<file path="src/rtl/stall_ctrl.sv">
// stall_ctrl: pipeline hazard control with memory-wait freeze, timeout abort and saturating event counters.
module stall_ctrl #(
  parameter int CNT_W   = 32,
  parameter int TIMEOUT = 255
) (
  input  logic             clk,
  input  logic             rst,
  input  logic             stall,
  input  logic             branch_taken,
  input  logic             mem_req,
  input  logic             mem_ready,
  output logic             pc_write,
  output logic             ifid_write,
  output logic             ifid_flush,
  output logic             idex_flush,
  output logic             pipe_write,
  output logic [CNT_W-1:0] stall_cnt,
  output logic [CNT_W-1:0] flush_cnt,
  output logic [CNT_W-1:0] wait_cnt,
  output logic             mem_err
);
  localparam int TW = $clog2(TIMEOUT + 1);
  typedef enum logic {RUN, MEM_WAIT} state_t;
  state_t state;
  logic [TW-1:0] tcnt;
  logic freeze, flush, hold, abort;
  always_comb begin
    freeze     = (state == MEM_WAIT) ? !mem_ready : (mem_req && !mem_ready);
    flush      = !freeze && branch_taken;
    hold       = !freeze && !branch_taken && stall;
    abort      = (state == MEM_WAIT) && !mem_ready && (tcnt == TW'(TIMEOUT - 1));
    pc_write   = !rst && !freeze && !hold;
    ifid_write = !rst && !freeze && !hold;
    pipe_write = !rst && !freeze;
    ifid_flush = rst || flush;
    idex_flush = rst || flush || hold;
  end
  always_ff @(posedge clk) begin
    if (rst) begin
      state     <= RUN;
      tcnt      <= '0;
      stall_cnt <= '0;
      flush_cnt <= '0;
      wait_cnt  <= '0;
      mem_err   <= 1'b0;
    end else begin
      if (freeze) wait_cnt <= wait_cnt + CNT_W'(wait_cnt != '1);
      if (flush) flush_cnt <= flush_cnt + CNT_W'(flush_cnt != '1);
      if (hold) stall_cnt <= stall_cnt + CNT_W'(stall_cnt != '1);
      if (!freeze) state <= RUN;
      else if (state == RUN) begin
        state <= MEM_WAIT;
        tcnt  <= '0;
      end else if (abort) begin
        state   <= RUN;
        mem_err <= 1'b1;
      end else tcnt <= tcnt + 1'b1;
    end
  end
endmodule

</file>
<file path="config.mk">
export PLATFORM = sky130hd
export DESIGN_NAME = stall_ctrl
export DESIGN_NICKNAME = d
export VERILOG_FILES = /design/src/rtl/stall_ctrl.sv
export SDC_FILE = /design/constraint.sdc
export NUM_CORES = 1
export LEC_CHECK = 0
export ABC_AREA = 1
export BUFFER_PORTS_ARGS = -buffer_cell sky130_fd_sc_hd__buf_2
export CORE_UTILIZATION = 51
export DETAILED_ROUTE_END_ITERATION = 7
export GPL_TIMING_DRIVEN = 0
export HOLD_SLACK_MARGIN = 0.02
export PLACE_DENSITY = 0.72
export SLEW_MARGIN = 10
export SYNTH_ARGS = -nofsm -noshare
export SYNTH_HDL_FRONTEND = slang
export SYNTH_SLANG_ARGS = --single-unit
</file>
<file path="constraint.sdc">
create_clock -name clk -period 5.4 [get_ports clk]
set_input_delay 0 -clock clk [delete_from_list [all_inputs] [get_ports clk]]
set_output_delay 0 -clock clk [all_outputs]
set_load 0.03 [all_outputs]
</file>
==> results of run 1 <==
[metal layers]
metal	part of all wire (%)	up-vias	GRT usage (%)	wire (microns)
li1	-	3234	-	-
met1	46	2801	36.0	7370
met2	46	198	44.3	7400
met3	6.3	26	5.94	1020
met4	1.9	0	8.27	313
met5	0	-	0	0
[cells in the final DEF (no fill, tap or decap), types with 2 or more instances in the layout]
master / instances
nand2_1: 219
nor2_1: 182
inv_1: 128
buf_2: 107
dfxtp_1: 106
nand3_1: 80
a21oi_1: 49
o21ai_0: 36
nand4_1: 32
nor3_1: 19
ha_1: 11
clkbuf_1: 10
xor2_1: 10
clkbuf_16: 9
nor2_4: 8
nor2_2: 7
o21a_1: 6
nand3b_1: 5
nand2_4: 4
nor3b_1: 4
nand3_2: 3
and2_1: 3
clkinv_2: 3
inv_2: 2
buf_1: 2
and3_1: 2
nand2_2: 2
[flip-flops by register name, summed over array words and instances (netlist names)]
signal	cells
flush_cnt	32
mem_err	1
stall_cnt	32
state	1
tcnt	8
wait_cnt	32
[synth_stat cells]
| cell type | n |
|---|---|
| nand2_1 | 219 |
| nor2_1 | 182 |
| inv_1 | 128 |
| dfxtp_1 | 106 |
| nand3_1 | 80 |
| a21oi_1 | 49 |
| o21ai_0 | 36 |
| nand4_1 | 32 |
| nor3_1 | 19 |
| ha_1 | 11 |
| xor2_1 | 10 |
| clkbuf_1 | 9 |
| nor2_4 | 8 |
| nor2_2 | 7 |
| o21a_1 | 6 |
| nand3b_1 | 5 |
| nand2_4 | 4 |
| nor3b_1 | 4 |
| and2_1 | 3 |
| nand3_2 | 3 |
| and3_1 | 2 |
| buf_1 | 2 |
| inv_2 | 2 |
| nand2_2 | 2 |
| a21o_1 | 1 |
| a31oi_1 | 1 |
| buf_12 | 1 |
| buf_4 | 1 |
| nand2b_1 | 1 |
| nand3_4 | 1 |
| nor2_8 | 1 |
| nor4_1 | 1 |
| o21ai_4 | 1 |
| o21bai_1 | 1 |
| or2_2 | 1 |
[how the worst min path moves through the flow]
stage               startpoint      end  slack [ns]
detailed placement   mem_ready  tcnt[0]        0.41
global placement     mem_ready  tcnt[0]        0.41
floorplan                  rst  tcnt[3]        0.27
finish               mem_ready  tcnt[0]        0.05
CTS                  mem_ready  tcnt[0]        0.04
global route         mem_ready  tcnt[0]        0.11
[worst max-delay path: stages, from the launching register on]
cell and delay [ns]:
dfxtp_1 0.41, nand2_1 0.07, nor2_1 0.31, nand4_1 0.12, nor2_1 0.31, nand4_1 0.24
ha_1 0.28, ha_1 0.19, inv_1 0.05, nor2_1 0.06, nand2_1 0.17, nor2_4 0.11
nand2_1 0.12, nor2_1 0.08, nand2_1 0.06, nand2_1 0.05, nor2_1 0.09
[power groups by stage]
stage / sequential (W) / clock, W / combinational (W)
final: 0.000793 / 0.000643 / 0.0000888
after detailed placement: 0.000811 / 0 / 0.0000893
after floorplan: 0.000816 / 0 / 0.0000548
after global placement: 0.000811 / 0 / 0.0000884
after global routing: 0.000794 / 0.000680 / 0.0000986
after CTS: 0.000793 / 0.000656 / 0.0000892
[per-stage QoR]
step	util, %	cells	power [W]	setup slack [ns]
6_report	61.1	1204	0.00152	2.63
5_1_grt	61.1	1204	0.00157	2.39
4_1_cts	61.1	1204	0.00154	2.68
3_5_place_dp	58.7	1190	0.000901	2.70
3_3_place_gp	58.7	1190	0.000900	2.72
2_1_floorplan	-	940	0.000871	3.05
[logic make-up after synthesis]
family,count (synthesis),share of synthesized area (%)
buf+inv,143,9.30
xor+xnor,10,1.46
simple gates,575,43.0
fa+ha+maj,11,2.30
compound gates,95,8.48
flops,106,35.4
[area by class of cell]
type                            count  area, sq um  area share (%)
Multi-Input combinational cell    691         3310            47.4
Sequential cell                   106         2120            30.4
Timing Repair Buffer              107          536            7.67
Inverter                          130          488            6.99
Clock buffer                       10          229            3.28
Tap cell                          143          179            2.56
Buffer                             13         68.8           0.986
Clock inverter                      4         45.0           0.646
==> run_results.csv, run 1 <==
group,metric,value,unit
detailed_routing,drt_iter0_markers,524,
global_routing,grt_pass1_vias,5300,
detailed_routing,drt-vias-per-instance,5.20,
clock_network,clk_pin_slew,0.07,ns
cells_and_area,fill_cells,1148,
place,port_buffers,107,
detailed_routing,dr.pass1.iters,5,
worst_setup_path,cp_max_fo,8,
timing,relSlewSlack,48.9,%
power,p_leak,3.02,nW
synthesis,synth_top_area_share,35.4,%
floorplan,rows,39,
clock_network,clkLatencyLatePin,0.35,ns
global_routing,grt_max_degree,16,
timing,fin_crit_sh,51.3,%
hold_path,hold_class,"input pin to register",
clock_network,numCtsBuffers,9,
synthesis,yosysWarningCount,0,
synthesis,synth_fp_nets,957,
detailed_routing,vias,6259,
clock_network,htreeDepth,3,
worst_setup_path,r2r-end,"stall_cnt[26]",
floorplan,core,0.0114,sq mm
floorplan,initial_core_util,52.5,%
detailed_routing,wirelength,16.1,mm
detailed_routing,drc,0,
worst_setup_path,startpoint_type,"register",
detailed_routing,routedWlPerCell,13.4,microns
synthesis,synth_largest_area_cell,"dfxtp_1",
place,dpl_cell_area,0.00670,sq mm
worst_setup_path,end_kind,"register",
synthesis,ys_ff_latch,106,
worst_setup_path,reg2reg_slack,2.63,ns
global_routing,grt_antenna_before_repair,0,
timing,rsz0062_at_grt,"no",
clock_network,cts_root_buffer,"clkbuf_16",
synthesis,yosysSeqAreaShare,35.4,%
hold_path,min_path_cells,4,
synthesis,syn_inst,940,
place,gp_congestion,0.895,
detailed_routing,ant_nets,0,
timing,drv_slew,0,
cells_and_area,nets,1075,
timing,tightest_slew,0.766,ns
floorplan,num_io_pins,108,
clock_network,ctsLongestPathBuffers,2,
worst_setup_path,cp-startpoint,"stall_cnt[10]",
global_routing,grt_first_pass_wirelength,25.5,mm
timing,fmax,361,MHz
cells_and_area,drive_gt1_share,14.3,%
place,dp_hpwl,12.3,mm
clock_network,cts_tree,"done",
synthesis,synth_cell_types,35,
power,p_switching,0.000362,W
power,p_per_area,219,mW/mm^2
synthesis,synth_area_per_cell,6.37,sq um
cells_and_area,fin_area,0.00698,sq mm
timing,period_minus_slack,2.77,ns
power,sw_frac_of_total,23.7,%
global_routing,grt_overflow,0,
clock_network,cts_setup_buffers,0,
worst_setup_path,crit_end,"stall_cnt[26]",
timing,fin_worst_skew,0.00669,ns
job,max-cap-violations,0,
timing,whs,0.0537,ns
floorplan,chipWidth,110,microns
floorplan,die_h,110,microns
timing,fin_tns_setup,0,ns
clock_network,postCtsHoldBufs,0,
worst_setup_path,cp.arrival,3.07,ns
cells_and_area,syn_to_final_growth,16.5,%
power,p_comb_share,5.8,%
timing,finalHoldViolCount,0,
timing,setup_viol,0,
worst_setup_path,r2r-start,"stall_cnt[10]",
power,p_int,0.00116,W
synthesis,syn-cell-area,0.00599,sq mm
worst_setup_path,rr_worst_depth,16,
power,irDropWorstVdd,0.271,mV
worst_setup_path,crit_type,"register to register",
worst_setup_path,critPathRequiredTime,5.69,ns
global_routing,grt_util_all_layers,27.3,%
power,p_seq_share,52.0,%
clock_network,cts.repair.resized,0,
synthesis,synth_top_cells_by_area,"dfxtp_1 35%, nand2_1 14%, nor2_1 11%",
cells_and_area,diodes,0,
power,p_clk_share,42.1,%
clock_network,cts_sinks,106,
floorplan,dieArea,0.0122,sq mm
status,status,"complete, no violations",
(Power assumes the default switching activity.)
==> run 2: changes to the inputs <==
--- a/config.mk
+++ b/config.mk
@@ -11,7 +11,7 @@
 export DETAILED_ROUTE_END_ITERATION = 7
 export GPL_TIMING_DRIVEN = 0
 export HOLD_SLACK_MARGIN = 0.02
-export PLACE_DENSITY = 0.72
+export PLACE_DENSITY = 0.75
 export SLEW_MARGIN = 10
 export SYNTH_ARGS = -nofsm -noshare
 export SYNTH_HDL_FRONTEND = slang
==> constraint.sdc (replaced) <==
create_clock -name clk -period 2.3 [get_ports clk]
set_input_delay 0 -clock clk [delete_from_list [all_inputs] [get_ports clk]]
set_output_delay 0 -clock clk [all_outputs]
set_load 0.03 [all_outputs]
==> run_results.csv, run 2 (synthesis results as in run 1) <==
group,metric,value,unit
status,status,"complete, no violations",
place,port_buffers,107,
timing,drv_slew,0,
timing,finalHoldViolCount,0,
power,p_per_area,483,mW/mm^2
hold_path,hold_class,"input pin to register",
worst_setup_path,crit_type,"register to register",
cells_and_area,fill_cells,1070,
detailed_routing,dr.pass1.iters,5,
global_routing,grt_util_all_layers,27.8,%
floorplan,chipWidth,110,microns
worst_setup_path,cp_max_fo,5,
worst_setup_path,path_buf_inv,1,
detailed_routing,drc,0,
timing,fin_crit_sh,97.3,%
floorplan,die_h,110,microns
cells_and_area,syn_to_final_growth,25.5,%
cells_and_area,mostFrequentLayoutCells,"204 x nand2_1, 162 x nor2_1, 126 x inv_1",
clock_network,numCtsBuffers,9,
cells_and_area,reg_top3,"flush_cnt: 32 flops, stall_cnt: 32 flops, wait_cnt: 32 flops",
clock_network,clkLatencyLatePin,0.36,ns
clock_network,htreeDepth,3,
clock_network,ctsLongestPathBuffers,2,
worst_setup_path,path_common_cell,"nor2_4",
floorplan,rows,39,
worst_setup_path,startpoint_type,"register",
floorplan,num_io_pins,108,
clock_network,cts_root_buffer,"clkbuf_16",
detailed_routing,vias,6492,
detailed_routing,wirelength,17.0,mm
cells_and_area,nets,1100,
cells_and_area,drive_gt1_share,25.5,%
place,place_ws,-0.407,ns
clock_network,cts_sinks,106,
power,irDropWorstVdd,0.505,mV
worst_setup_path,end_kind,"register",
floorplan,core,0.0114,sq mm
place,gp_congestion,0.917,
clock_network,cts_tree,"done",
worst_setup_path,critPathRequiredTime,2.55,ns
detailed_routing,drt_iter0_markers,503,
timing,fin_worst_skew,0.00882,ns
worst_setup_path,slowest_stage,"dfxtp_4",
power,p_leak,3.23,nW
timing,fmax,447,MHz
clock_network,postCtsHoldBufs,0,
clock_network,clk_pin_slew,0.07,ns
global_routing,grt_first_pass_wirelength,25.9,mm
worst_setup_path,path_cells,"nand2_2 -> nor2_4 -> nand4_1 -> nor2_4 -> nand4_1 -> ha_2 -> ha_2 -> inv_2 -> nor2_4 -> nand2_2 -> nor2_4 -> and2_4 -> nand2_2 -> nand2_1 -> nand2_1 -> nor2_1",
worst_setup_path,max_stage_delay,0.37,ns
timing,relSlewSlack,46.8,%
timing,period_minus_slack,2.24,ns
job,max-cap-violations,0,
detailed_routing,drt-vias-per-instance,5.27,
floorplan,dieArea,0.0122,sq mm
global_routing,grt_antenna_before_repair,1,
floorplan,initial_core_util,52.5,%
global_routing,grt_max_degree,17,
timing,tightest_slew,0.798,ns
timing,setup_viol,0,
worst_setup_path,crit_family,"simple AND/OR/NAND/NOR gates",
timing,whs,0.0606,ns
worst_setup_path,cp.arrival,2.49,ns
global_routing,grt_pass1_vias,5354,
cells_and_area,final_common_cell,"nand2_1",
timing,finalWorstSetupSlack,0.0626,ns
place,dpl_cell_area,0.00671,sq mm
detailed_routing,ant_nets,0,
place,dp_hpwl,12.3,mm
detailed_routing,routedWlPerCell,13.8,microns
global_routing,grt_overflow,0,
cells_and_area,fin_area,0.00751,sq mm
run 2: cell count changes in the layout (fill, tap and decap cells not counted), sizes merged:
| cell | delta |
|---|---|
| buf | +25 |
| clkinv | -2 |
| clkbuf | +1 |
| clkinvlp | +1 |
| diode | +1 |
| inv | +1 |
run 2: area by class of cell:
type	count	area, sq um	area share [%]
Multi-Input combinational cell	691	3530	47.0
Sequential cell	106	2230	29.7
Timing Repair Buffer	132	723	9.62
Inverter	130	488	6.49
Clock buffer	11	243	3.23
Tap cell	143	179	2.38
Buffer	13	68.8	0.916
Clock inverter	4	51.3	0.683
Antenna cell	1	2.50	0.0333
run 2: final timing paths:
check / depth (start not counted) / to / start / slack [ns]
max reg2reg: 16 / stall_cnt[22] / stall_cnt[8] / 0.06
max: 16 / stall_cnt[22] / stall_cnt[8] / 0.06
min: 4 / tcnt[0] / mem_ready / 0.06
min reg2reg: 2 / mem_err / mem_err / 0.45
run 2: repair_timing:
action / in CTS / in global routing
gates resized for setup: 28 / 98
cloned: 0 / 0
endpoints found under the setup margin: 39 / 56
pin swaps: 4 / 24
setup buffers: 4 / 21
run 2: routing by layer:
| metal | GRT usage, % | share of wire, % |
|---|---|---|
| met3 | 5.11 | 6.6 |
| met1 | 37.3 | 44 |
| met2 | 44.9 | 48 |
| met4 | 9.21 | 1.8 |
| met5 | 0 | 0 |
run 2: power breakdown:
| group | switching, W | total, W | internal [W] |
|---|---|---|---|
| sequential | 0.0000175 | 0.00184 | 0.00182 |
| combinational | 0.000155 | 0.000215 | 0.0000607 |
| clock | 0.000700 | 0.00157 | 0.000871 |
run 2: through the flow:
step	std cells	util [%]	setup TNS, ns	power [W]
after global placement	1190	58.8	-4.08	0.00211
after detailed placement	1190	58.8	-4.57	0.00211
after CTS	1209	62.2	0	0.00369
after global routing	1231	65.8	-0.248	0.00376
final	1231	65.8	0	0.00363
after floorplan	940	-	-0.000662	0.00205
run 2: worst reg2reg max path, delay by kind of cell (launching register included):
family | cells | cell delay [ns]
flip-flops | 1 | 0.37
AND/OR/NAND/NOR | 13 | 1.24
adder cells (fa/ha/maj) | 2 | 0.45
buffers and inverters | 1 | 0.06
==> run 3: changes to the inputs <==
--- a/config.mk
+++ b/config.mk
@@ -11,7 +11,7 @@
 export DETAILED_ROUTE_END_ITERATION = 7
 export GPL_TIMING_DRIVEN = 0
 export HOLD_SLACK_MARGIN = 0.02
-export PLACE_DENSITY = 0.75
+export PLACE_DENSITY = 0.72
 export SLEW_MARGIN = 10
 export SYNTH_ARGS = -nofsm -noshare
 export SYNTH_HDL_FRONTEND = slang
==> constraint.sdc (replaced) <==
create_clock -name clk -period 2.9 [get_ports clk]
set_input_delay 0.145 -clock clk [delete_from_list [all_inputs] [get_ports clk]]
set_output_delay 0.145 -clock clk [all_outputs]
set_load 0.03 [all_outputs]
==> run_results.csv, run 3 (synthesis results as in run 1) <==
group,metric,value,unit
cells_and_area,final_core_util,61.2,%
clock_network,ctsLongestPathBuffers,2,
clock_network,cts_sinks,106,
timing,relSlewSlack,49.0,%
hold_path,min_path_cells,4,
worst_setup_path,max_stage_delay,0.36,ns
timing,rsz0062_at_grt,"no",
status,status,"complete, no violations",
global_routing,grt_util_all_layers,27.3,%
clock_network,clkLatencyLatePin,0.36,ns
clock_network,cts_root_buffer,"clkbuf_16",
job,max-cap-violations,0,
floorplan,num_io_pins,108,
cells_and_area,mostFrequentLayoutCells,"219 x nand2_1, 180 x nor2_1, 128 x inv_1",
cells_and_area,diodes,0,
cells_and_area,multiInputGateArea,0.00332,sq mm
place,dp_hpwl,12.3,mm
cells_and_area,drive_gt1_share,14.5,%
worst_setup_path,path_buf_inv,2,
timing,fin_worst_skew,0.00748,ns
cells_and_area,fin_area,0.00698,sq mm
cells_and_area,final_common_cell,"nand2_1",
clock_network,htreeDepth,3,
floorplan,dieArea,0.0122,sq mm
place,port_buffers,107,
detailed_routing,drt-vias-per-instance,5.21,
power,p_comb_share,5.8,%
cells_and_area,ff_latch_area,0.00212,sq mm
worst_setup_path,crit_type,"register to register",
power,p_switching,0.000670,W
worst_setup_path,path_common_cell,"nand2_1",
global_routing,grt_overflow,0,
detailed_routing,drt_iter0_markers,532,
worst_setup_path,path_depth,16,
detailed_routing,vias,6267,
global_routing,grt_max_degree,16,
cells_and_area,syn_to_final_growth,16.6,%
cells_and_area,fill_cells,1147,
power,p_int,0.00217,W
cells_and_area,nets,1075,
worst_setup_path,crit_family,"simple AND/OR/NAND/NOR gates",
clock_network,cts_tree,"done",
timing,drv_slew,0,
global_routing,grt_pass1_vias,5300,
timing,period_minus_slack,2.64,ns
timing,fin_crit_sh,90.9,%
worst_setup_path,path_cells,"nand2_1 -> inv_1 -> nand3_1 -> nor2_2 -> nand4_1 -> ha_1 -> ha_1 -> inv_1 -> nor2_1 -> nand2_1 -> nor2_4 -> nand2_1 -> nor2_1 -> nand2_1 -> nand2_1 -> nor2_1",
power,sw_frac_of_total,23.6,%
worst_setup_path,startpoint_type,"register",
timing,fin_tns_setup,0,ns
clock_network,clk_pin_slew,0.07,ns
worst_setup_path,cp.arrival,2.89,ns
power,p_per_area,406,mW/mm^2
floorplan,chipWidth,110,microns
worst_setup_path,critPathRequiredTime,3.15,ns
worst_setup_path,end_kind,"register",
power,p_seq_share,52.1,%
timing,tightest_slew,0.765,ns
global_routing,grt_antenna_before_repair,0,
detailed_routing,dr.pass1.iters,5,
hold_path,hold_class,"input pin to register",
place,gp_congestion,0.895,
timing,finalHoldViolCount,0,
detailed_routing,wirelength,16.1,mm
power,irDropWorstVdd,0.505,mV
detailed_routing,drc,0,
power,p_leak,3.02,nW
floorplan,initial_core_util,52.5,%
cells_and_area,reg_top3,"flush_cnt: 32 flops, stall_cnt: 32 flops, wait_cnt: 32 flops",
worst_setup_path,slowest_stage,"dfxtp_1",
power,p_clk_share,42.1,%
global_routing,grt_first_pass_wirelength,25.5,mm
clock_network,numCtsBuffers,9,
detailed_routing,ant_nets,0,
timing,fmax,379,MHz
floorplan,core,0.0114,sq mm
floorplan,die_h,110,microns
worst_setup_path,cp_max_fo,8,
worst_setup_path,rr_worst_depth,16,
place,dpl_cell_area,0.00670,sq mm
timing,setup_viol,0,
detailed_routing,routedWlPerCell,13.4,microns
floorplan,rows,39,
run 3: power by group through the flow:
| stage | Combinational [W] | Clock [W] | Sequential, W |
|---|---|---|---|
| finish | 0.000166 | 0.00119 | 0.00148 |
| global route | 0.000184 | 0.00127 | 0.00148 |
| CTS | 0.000166 | 0.00122 | 0.00148 |
| detailed placement | 0.000166 | 0 | 0.00151 |
| global placement | 0.000165 | 0 | 0.00151 |
| floorplan | 0.000102 | 0 | 0.00152 |
run 3: layer usage:
layer	share of wire (%)	global-route usage [%]	vias up	wire length (microns)
met3	6.3	5.94	25	1020
met1	46	36.0	2807	7360
met2	46	44.3	199	7410
met4	1.9	8.27	0	303
met5	0	0	-	0
li1	-	-	3236	-
run 3: final cells by class:
class	count	area share, %
multi-input cells	691	47.5
flip-flops and latches	106	30.4
repair buffers	107	7.67
inverters	130	6.99
clock buffers	10	3.28
well taps	143	2.56
plain buffers	13	0.985
clock inverters	4	0.645
run 3: worst min-delay path, delay by kind of cell:
family	cells	cell delay, ns
compound gates	1	0.07
buf+inv	2	0.17
simple gates	1	0.13
run 3: path summary, 6_finish.rpt:
| path | from | end | slack [ns] |
|---|---|---|---|
| setup / recovery | stall_cnt[13] | stall_cnt[26] | 0.26 |
| hold / removal | mem_ready | tcnt[0] | 0.20 |
| setup reg to reg | stall_cnt[13] | stall_cnt[26] | 0.26 |
| hold reg to reg | mem_err | mem_err | 0.45 |
run 3: per-stage QoR:
stage / setup slack [ns] / hold slack [ns] / cells / total power, W
after global routing: 0.0162 / 0.254 / 1204 / 0.00293
after CTS: 0.178 / 0.187 / 1204 / 0.00286
after global placement: 0.221 / 0.435 / 1190 / 0.00168
after detailed placement: 0.202 / 0.445 / 1190 / 0.00168
final: 0.263 / 0.198 / 1204 / 0.00284
after floorplan: 0.554 / 0.419 / 940 / 0.00162
run 3: what timing repair did:
action / in CTS / in global routing
gates resized for setup: 0 / 2
hold endpoints to repair: 0 / 0
endpoints found under the setup margin: 0 / 6
buffers inserted: 0 / 0
hold buffers: 0 / 0
